<file path="config.mk">
export PLATFORM = sky130hd
export DESIGN_NAME = bias_bank_loadable
export DESIGN_NICKNAME = d
export VERILOG_FILES = /design/src/rtl/bias_bank_loadable.sv
export SDC_FILE = /design/constraint.sdc
export NUM_CORES = 2
export LEC_CHECK = 0
export ABC_AREA = 1
export ABC_CLOCK_PERIOD_IN_PS = 56600
export BUFFER_PORTS_ARGS = -buffer_cell sky130_fd_sc_hd__buf_2
export CORE_ASPECT_RATIO = 0.7
export CORE_UTILIZATION = 40
export DETAILED_ROUTE_END_ITERATION = 16
export PLACE_DENSITY = 0.53
export SETUP_SLACK_MARGIN = 0.2
export SLEW_MARGIN = 20
export SYNTH_ARGS = -nofsm -noshare
export SYNTH_HDL_FRONTEND = slang
export SYNTH_SLANG_ARGS = --single-unit
</file>
<file path="constraint.sdc">
create_clock -name clk -period 56.6 [get_ports clk]
set_clock_uncertainty 0.15 [all_clocks]
set_input_delay 11.32 -clock clk [delete_from_list [all_inputs] [get_ports clk]]
set_output_delay 11.32 -clock clk [all_outputs]
set_load 0.03 [all_outputs]
</file>
<file path="src/rtl/bias_bank_loadable.sv">
// Purpose: run-time loadable per-group bias add with saturation, between adder trees and requant.
// Latency: 1 cycle from in_valid&in_ready to out_valid; a full load takes N_GROUPS*N_adder_tree words.
// Backpressure: in_ready only while a complete bank is held, ld_ready only while loading; no output backpressure.
//
// Ports:
//   clk, rst            clock, asynchronous active-high reset
//   ld_restart          restart loading at word 0 (drops that cycle's ld_valid word)
//   ld_valid/ld_data    serial bias words, word k -> group k/N_adder_tree, lane k%N_adder_tree
//   ld_ready            high while loading
//   loaded              high once every bias of the bank has been written
//   in_valid/in_group   adder-tree result and the group whose biases apply
//   in_data             lane i at [W*(i+1)-1:W*i], signed
//   in_ready            high while a complete bank is held
//   out_valid/out_data  biased, saturated lanes, same packing; held while out_valid=0
//   out_sat             per-lane saturation flags for the current result
//   group_err           in_group was out of range (bias forced to 0) for the current result
// Optional: define BIAS_BANK_RELU_EN to clamp negative lanes to 0 after saturation,
//   adding input relu_bypass which skips the clamp for that accept.
module bias_bank_loadable #(
    parameter int N_adder_tree = 16,
    parameter int W            = 18,
    parameter int N_GROUPS     = 4,
    parameter int GW           = 2
) (
    input  logic                      clk,
    input  logic                      rst,
    input  logic                      ld_restart,
    input  logic                      ld_valid,
    input  logic [W-1:0]              ld_data,
    output logic                      ld_ready,
    output logic                      loaded,
    input  logic                      in_valid,
    input  logic [GW-1:0]             in_group,
    input  logic [N_adder_tree*W-1:0] in_data,
`ifdef BIAS_BANK_RELU_EN
    input  logic                      relu_bypass,
`endif
    output logic                      in_ready,
    output logic                      out_valid,
    output logic [N_adder_tree*W-1:0] out_data,
    output logic [N_adder_tree-1:0]   out_sat,
    output logic                      group_err
);
    localparam int TOTAL = N_GROUPS * N_adder_tree;
    localparam int CW    = (TOTAL > 1) ? $clog2(TOTAL) : 1;
    localparam logic [W-1:0] POS_MAX = {1'b0, {(W-1){1'b1}}};
    localparam logic [W-1:0] NEG_MIN = {1'b1, {(W-1){1'b0}}};

    typedef enum logic [1:0] {EMPTY, LOADING, READY} state_t;

    state_t        state, state_nxt;
    logic [CW-1:0] cnt;
    logic [W-1:0]  bias [TOTAL];
    logic          ld_we;
    logic          ld_last;
    logic          accept;

    // ---------------- load control FSM ----------------
    always_ff @(posedge clk or posedge rst) begin
        if (rst) begin
            state <= EMPTY;
        end else begin
            state <= state_nxt;
        end
    end

    assign ld_last = (cnt == CW'(TOTAL - 1));

    always_comb begin
        state_nxt = state;
        ld_ready  = 1'b0;
        in_ready  = 1'b0;
        loaded    = 1'b0;
        case (state)
            // Leaving reset (or a restart) always heads straight into loading.
            EMPTY: state_nxt = LOADING;
            LOADING: begin
                ld_ready = 1'b1;
                if (!ld_restart && ld_valid && ld_last) begin
                    state_nxt = READY;
                end
            end
            READY: begin
                in_ready = 1'b1;
                loaded   = 1'b1;
                if (ld_restart) begin
                    state_nxt = LOADING;
                end
            end
            default: state_nxt = EMPTY;
        endcase
    end

    // A restart wins over a same-cycle word, so that word is dropped.
    assign ld_we = ld_ready && ld_valid && !ld_restart;

    always_ff @(posedge clk or posedge rst) begin
        if (rst) begin
            cnt <= '0;
        end else if (ld_restart) begin
            cnt <= '0;
        end else if (ld_we) begin
            cnt <= ld_last ? '0 : cnt + 1'b1;
        end
    end

    always_ff @(posedge clk or posedge rst) begin
        if (rst) begin
            for (int k = 0; k < TOTAL; k++) begin
                bias[k] <= '0;
            end
        end else if (ld_we) begin
            bias[cnt] <= ld_data;
        end
    end

    // ---------------- bias add / saturate ----------------
    logic                      grp_ok;
    int                        gsel;
    logic [CW-1:0]             ridx;
    logic [W-1:0]              lane_d, lane_b, lane_r;
    logic [W:0]                lane_s;
    logic                      lane_sat;
    logic [N_adder_tree*W-1:0] sum_dat;
    logic [N_adder_tree-1:0]   sum_sat;

    always_comb begin
        grp_ok   = ({1'b0, in_group} < (GW+1)'(N_GROUPS));
        gsel     = grp_ok ? int'(in_group) : 0;
        ridx     = '0;
        lane_d   = '0;
        lane_b   = '0;
        lane_s   = '0;
        lane_r   = '0;
        lane_sat = 1'b0;
        sum_dat  = '0;
        sum_sat  = '0;
        for (int i = 0; i < N_adder_tree; i++) begin
            ridx   = CW'(gsel * N_adder_tree + i);
            lane_d = in_data[i*W +: W];
            lane_b = grp_ok ? bias[ridx] : '0;
            // Sign-extend both to W+1 bits; the top two bits of the sum expose overflow.
            lane_s = {lane_d[W-1], lane_d} + {lane_b[W-1], lane_b};
            case (lane_s[W:W-1])
                2'b01: begin
                    lane_r   = POS_MAX;
                    lane_sat = 1'b1;
                end
                2'b10: begin
                    lane_r   = NEG_MIN;
                    lane_sat = 1'b1;
                end
                default: begin
                    lane_r   = lane_s[W-1:0];
                    lane_sat = 1'b0;
                end
            endcase
`ifdef BIAS_BANK_RELU_EN
            // Clamp after saturation so out_sat still reflects the pre-ReLU overflow.
            if (!relu_bypass && lane_r[W-1]) begin
                lane_r = '0;
            end
`endif
            sum_dat[i*W +: W] = lane_r;
            sum_sat[i]        = lane_sat;
        end
    end

    assign accept = in_valid && in_ready;

    always_ff @(posedge clk or posedge rst) begin
        if (rst) begin
            out_valid <= 1'b0;
            out_data  <= '0;
            out_sat   <= '0;
            group_err <= 1'b0;
        end else begin
            out_valid <= accept;
            if (accept) begin
                out_data  <= sum_dat;
                out_sat   <= sum_sat;
                group_err <= !grp_ok;
            end
        end
    end

endmodule
</file>
==> summary by stage <==
Synthesis
The number of nets handed over by synthesis was 10,200. The synthesized netlist contains 42 unique library cells. The synthesized netlist cell count is 9,570. For this run, asynchronously set or reset flops after synthesis account for 100%. A synthesized cell averages 7.95 um2. The combined area of all synthesized cells is 76,100 um2.

The synthesized flop and latch total is 1,465. Counting flops with a built-in enable in the synthesized netlist gives 0. The share of the Yosys chip area taken by registers is 48.2%. The number of warnings printed during yosys synthesis is 0. Among all flip-flop cells after synthesis, the most frequent one is sky130_fd_sc_hd__dfrtp_1.

Clock tree
The post-CTS setup-driven buffer insertion count is 0. TritonCTS built the clock tree. At the later pin of the worst-skew pair, clock insertion delay measures 0.79 ns. Buffers inserted during clock tree synthesis total 158.

The quantity of gates resized following cts is 0. The cell sitting at the root of the clock tree is a sky130_fd_sc_hd__clkbuf_16. The maximum buffer depth of the clock tree is 3. The number of H-tree levels is 4. The number of sinks handled by clock tree synthesis is 1,465. The clock-pin slew of the registers on the worst-case setup and hold paths is 0.06 ns. The number of hold buffers added after CTS was 0.

Placed design
The count of buffers from port buffering is 620. At the end of routability-driven placement, the weighted congestion stood at 0.916. In this run, placement finished with an instance count of 12,200. The HPWL after detailed placement is 161,000 um.

Pwr
The standby leakage power is 42.4 nW. The worst ir drop on vdd is 0.0000265 V. The share of power burned in the clock network is 43.6%. The logic gate share of total power is 13.9%. The switching part of the total power is 27.9%.

The relative contribution of sequential cells to total power is 42.5%. The analysis attributes to net switching a power of 0.704 mW. The internal power of the cells totals 1.82 mW. For this design the ratio of total power to cell area is 29.2 nW/um2.

STA
The fraction of the cycle the final worst path needs is 30.0%. Setup repair after global routing left no endpoint under its margin. The transition time of the tightest slew-check pin is 1.11 ns. The worst pin sits at a relative slew slack of 25.9%. The max-slew violation count is 0. The highest clock frequency the design can meet is 59.0 MHz.

The number of failing hold endpoints at the final stage was 0. Counting I/O delays and the setup requirement, the final critical path takes 16.96 ns. Setup violations remaining at the end of the flow were counted as 0. For the final routed database, the setup TNS stands at 0 ns.

Setup path
At the worst endpoint, the arrival time is 17.53 ns. The highest fanout seen on the critical path is 200. The worst reg2reg path endpoint is out_data[7]. STA classifies the critical path startpoint as an input pin. The required time at the endpoint of the critical path is 57.16 ns. The startpoint identified for the worst register-to-register timing path is bias[562]. The nature of the critical path endpoint is a flop. The worst register-to-register path has a depth of 18. For flop-to-flop paths, the worst setup slack is 52.37 ns.

The path type of the worst setup path is in2reg.

Die
The floorplan core area is 188,000 um2. The die covers 192,000 um2. The floorplan step set the die width to 523 um. Once the floorplan was initialized, standard cells occupied 40.4% of the core. Measured along the y axis, the die boundary spans 367 um. The number of I/O pins is 622.

The standard-cell row count is 133.

Finish
The total number of nets in the final design is 10,500. The area added between synthesis and finish is 13.7%. The number of cells in the finished layout apart from fillers is 12,500. Cells with a size suffix above 1 make up 10.8% of the layout.

The count of filler cells inserted in the layout is 18,800.

Hold path
The worst hold path was traced through 2 stages. In this run the most critical hold path is launched from bias[560]. The worst hold path terminates at bias[560].

The worst min-delay path class is reg2reg.

Routing
The detail-routed net length per standard cell is 19.9 um. The final wirelength is 249,000 um. In the routed design, unresolved DRC markers number 0. The post-route antenna net violation count is 0. The via count of the routed design is 67,500.

The first-iteration detailed-routing DRC count is 6,347. The pre-antenna-repair detailed-routing pass consisted of 6 iterations. Using the TritonRoute via totals, the vias-per-cell ratio works out to 5.40.

Run status
The run finished with clean final reports.

Global route
The all-layer global routing usage is 25.6%. The aggregate global routing overflow is 0. The number of antenna violations at the first check in global routing was 15.

The first-pass GRT wire length is 384,000 um. The number of global-route vias before repair is 62,800. The largest net degree at the start of global routing is 201.

Flow run
The max-cap violation count is 0.
kinds of logic after synthesis:
| family | share of synthesized area [%] |
|---|---|
| compound gates | 20.3 |
| other cells | 0.00493 |
| flops | 48.2 |
| buf+inv | 4.58 |
| xor+xnor | 1.14 |
| fa+ha+maj | 5.70 |
| simple gates | 20.1 |
worst max-delay path, cell delays in order:
cell and delay, ns:
sky130_fd_sc_hd__buf_8 0.26, sky130_fd_sc_hd__inv_8 0.53, sky130_fd_sc_hd__buf_12 0.63, sky130_fd_sc_hd__buf_4 0.85, sky130_fd_sc_hd__o21ai_0 0.16, sky130_fd_sc_hd__o22ai_1 0.40
sky130_fd_sc_hd__ha_1 0.30, sky130_fd_sc_hd__nand2_1 0.11, sky130_fd_sc_hd__nor2_1 0.16, sky130_fd_sc_hd__inv_1 0.07, sky130_fd_sc_hd__nor2_1 0.15, sky130_fd_sc_hd__nand4_1 0.11
sky130_fd_sc_hd__nand3_1 0.12, sky130_fd_sc_hd__xor2_1 0.21, sky130_fd_sc_hd__inv_1 0.07, sky130_fd_sc_hd__ha_1 0.32, sky130_fd_sc_hd__inv_1 0.06, sky130_fd_sc_hd__nor2_1 0.64
sky130_fd_sc_hd__inv_1 0.29, sky130_fd_sc_hd__a21oi_1 0.17, sky130_fd_sc_hd__o21ai_0 0.10, sky130_fd_sc_hd__nand2_1 0.07
power groups by stage:
stage                     sequential (mW)  combinational (mW)  clock [mW]
final                                1.07               0.350        1.10
after global routing                 1.08               0.395        1.17
after CTS                            1.07               0.349        1.13
after floorplan                      1.09               0.238           0
after global placement               1.09               0.346           0
after detailed placement             1.09               0.348           0
synth_stat cells (2+ instances only):
library cell,count,share of area (%)
sky130_fd_sc_hd__xnor2_1,69,0.79
sky130_fd_sc_hd__nand3b_1,25,0.25
sky130_fd_sc_hd__nand3_1,352,2.3
sky130_fd_sc_hd__a21oi_1,574,3.8
sky130_fd_sc_hd__nand2b_1,2,0.016
sky130_fd_sc_hd__buf_4,2,0.020
sky130_fd_sc_hd__fa_1,16,0.42
sky130_fd_sc_hd__nor2b_1,4,0.033
sky130_fd_sc_hd__dfrtp_1,1465,48
sky130_fd_sc_hd__a221o_1,32,0.42
sky130_fd_sc_hd__nand4_1,59,0.48
sky130_fd_sc_hd__or2_2,18,0.15
sky130_fd_sc_hd__a21o_1,13,0.13
sky130_fd_sc_hd__o21bai_1,7,0.069
sky130_fd_sc_hd__ha_1,321,5.3
sky130_fd_sc_hd__o22ai_1,288,2.4
sky130_fd_sc_hd__a21boi_0,5,0.049
sky130_fd_sc_hd__nor3_2,7,0.092
sky130_fd_sc_hd__buf_1,16,0.079
sky130_fd_sc_hd__o21a_1,16,0.16
sky130_fd_sc_hd__nor4_4,6,0.17
sky130_fd_sc_hd__nor2_1,956,4.7
sky130_fd_sc_hd__xor2_1,30,0.35
sky130_fd_sc_hd__nand2_2,48,0.39
sky130_fd_sc_hd__clkinv_1,36,0.18
sky130_fd_sc_hd__nand2_1,2274,11
sky130_fd_sc_hd__o21ai_0,2018,13
sky130_fd_sc_hd__nor4_1,3,0.025
sky130_fd_sc_hd__o31ai_1,7,0.069
sky130_fd_sc_hd__and2_1,19,0.16
sky130_fd_sc_hd__nor3_1,7,0.046
sky130_fd_sc_hd__clkbuf_1,540,2.7
sky130_fd_sc_hd__inv_1,321,1.6
sky130_fd_sc_hd__buf_2,6,0.039
placed cells by master (no fill, tap or decap), types with 17 or more instances in the layout:
master / n
sky130_fd_sc_hd__nand3_1: 352
sky130_fd_sc_hd__nand2_1: 2266
sky130_fd_sc_hd__clkbuf_16: 165
sky130_fd_sc_hd__dfrtp_1: 1465
sky130_fd_sc_hd__xnor2_1: 69
sky130_fd_sc_hd__o21ai_0: 2018
sky130_fd_sc_hd__clkbuf_1: 27
sky130_fd_sc_hd__clkbuf_8: 29
sky130_fd_sc_hd__a21oi_1: 574
sky130_fd_sc_hd__xor2_1: 30
sky130_fd_sc_hd__nand3b_1: 25
sky130_fd_sc_hd__buf_2: 618
sky130_fd_sc_hd__or2_2: 18
sky130_fd_sc_hd__and2_1: 19
sky130_fd_sc_hd__o22ai_1: 288
sky130_fd_sc_hd__bufinv_16: 17
sky130_fd_sc_hd__buf_4: 74
sky130_fd_sc_hd__a221o_1: 32
sky130_fd_sc_hd__nor2_1: 956
sky130_fd_sc_hd__nand2_2: 55
sky130_fd_sc_hd__clkinv_1: 17
sky130_fd_sc_hd__inv_1: 319
sky130_fd_sc_hd__nand4_1: 59
sky130_fd_sc_hd__ha_1: 321
sky130_fd_sc_hd__clkinv_2: 33
sequential cells by signal (all words and copies together) (netlist names):
register,cells
bias,1152
out_data,288
out_sat,16
cnt,6
state,2
out_valid,1
area by class of cell:
type                            instances  area, um2  area share [%]
Antenna cell                            8       20.0          0.0231
Clock buffer                          221       4630            5.35
Clock inverter                         64        818           0.946
Inverter                              359       1380            1.60
Multi-Input combinational cell       7182      36000            41.6
Sequential cell                      1465      36700            42.4
Tap cell                             2497       3120            3.61
Timing Repair Buffer                  706       3870            4.48
worst max-delay path by stage:
stage / startpoint / end
6_report: in_group[0] / out_data[133]
3_5_place_dp: in_group[0] / out_data[133]
4_1_cts: in_group[0] / out_data[133]
3_3_place_gp: in_group[0] / out_data[133]
2_1_floorplan: rst / bias[0]
5_1_grt: in_group[0] / out_data[133]
per-layer routing:
metal / vias up / part of all wire (%) / global-route usage (%)
met5: - / 0.011 / 0
met4: 4 / 2.0 / 5.70
met3: 279 / 6.2 / 3.82
met2: 1916 / 42 / 36.8
met1: 32300 / 50 / 39.9
li1: 33000 / - / -
stage by stage:
stage                     hold WS, ns  total power [mW]  setup WS, ns  area [um2]  utilization [%]
after floorplan                 0.298              1.33          3.81       76100                -
after global placement          0.311              1.44         38.96       81000             43.0
after detailed placement        0.312              1.44         38.86       81000             43.0
after CTS                       0.333              2.55         39.68       86500             45.9
after global routing            0.341              2.64         39.12       86500             45.9
final                           0.327              2.53         39.64       86500             45.9
Note: power is estimated with default switching activity, not from simulation.
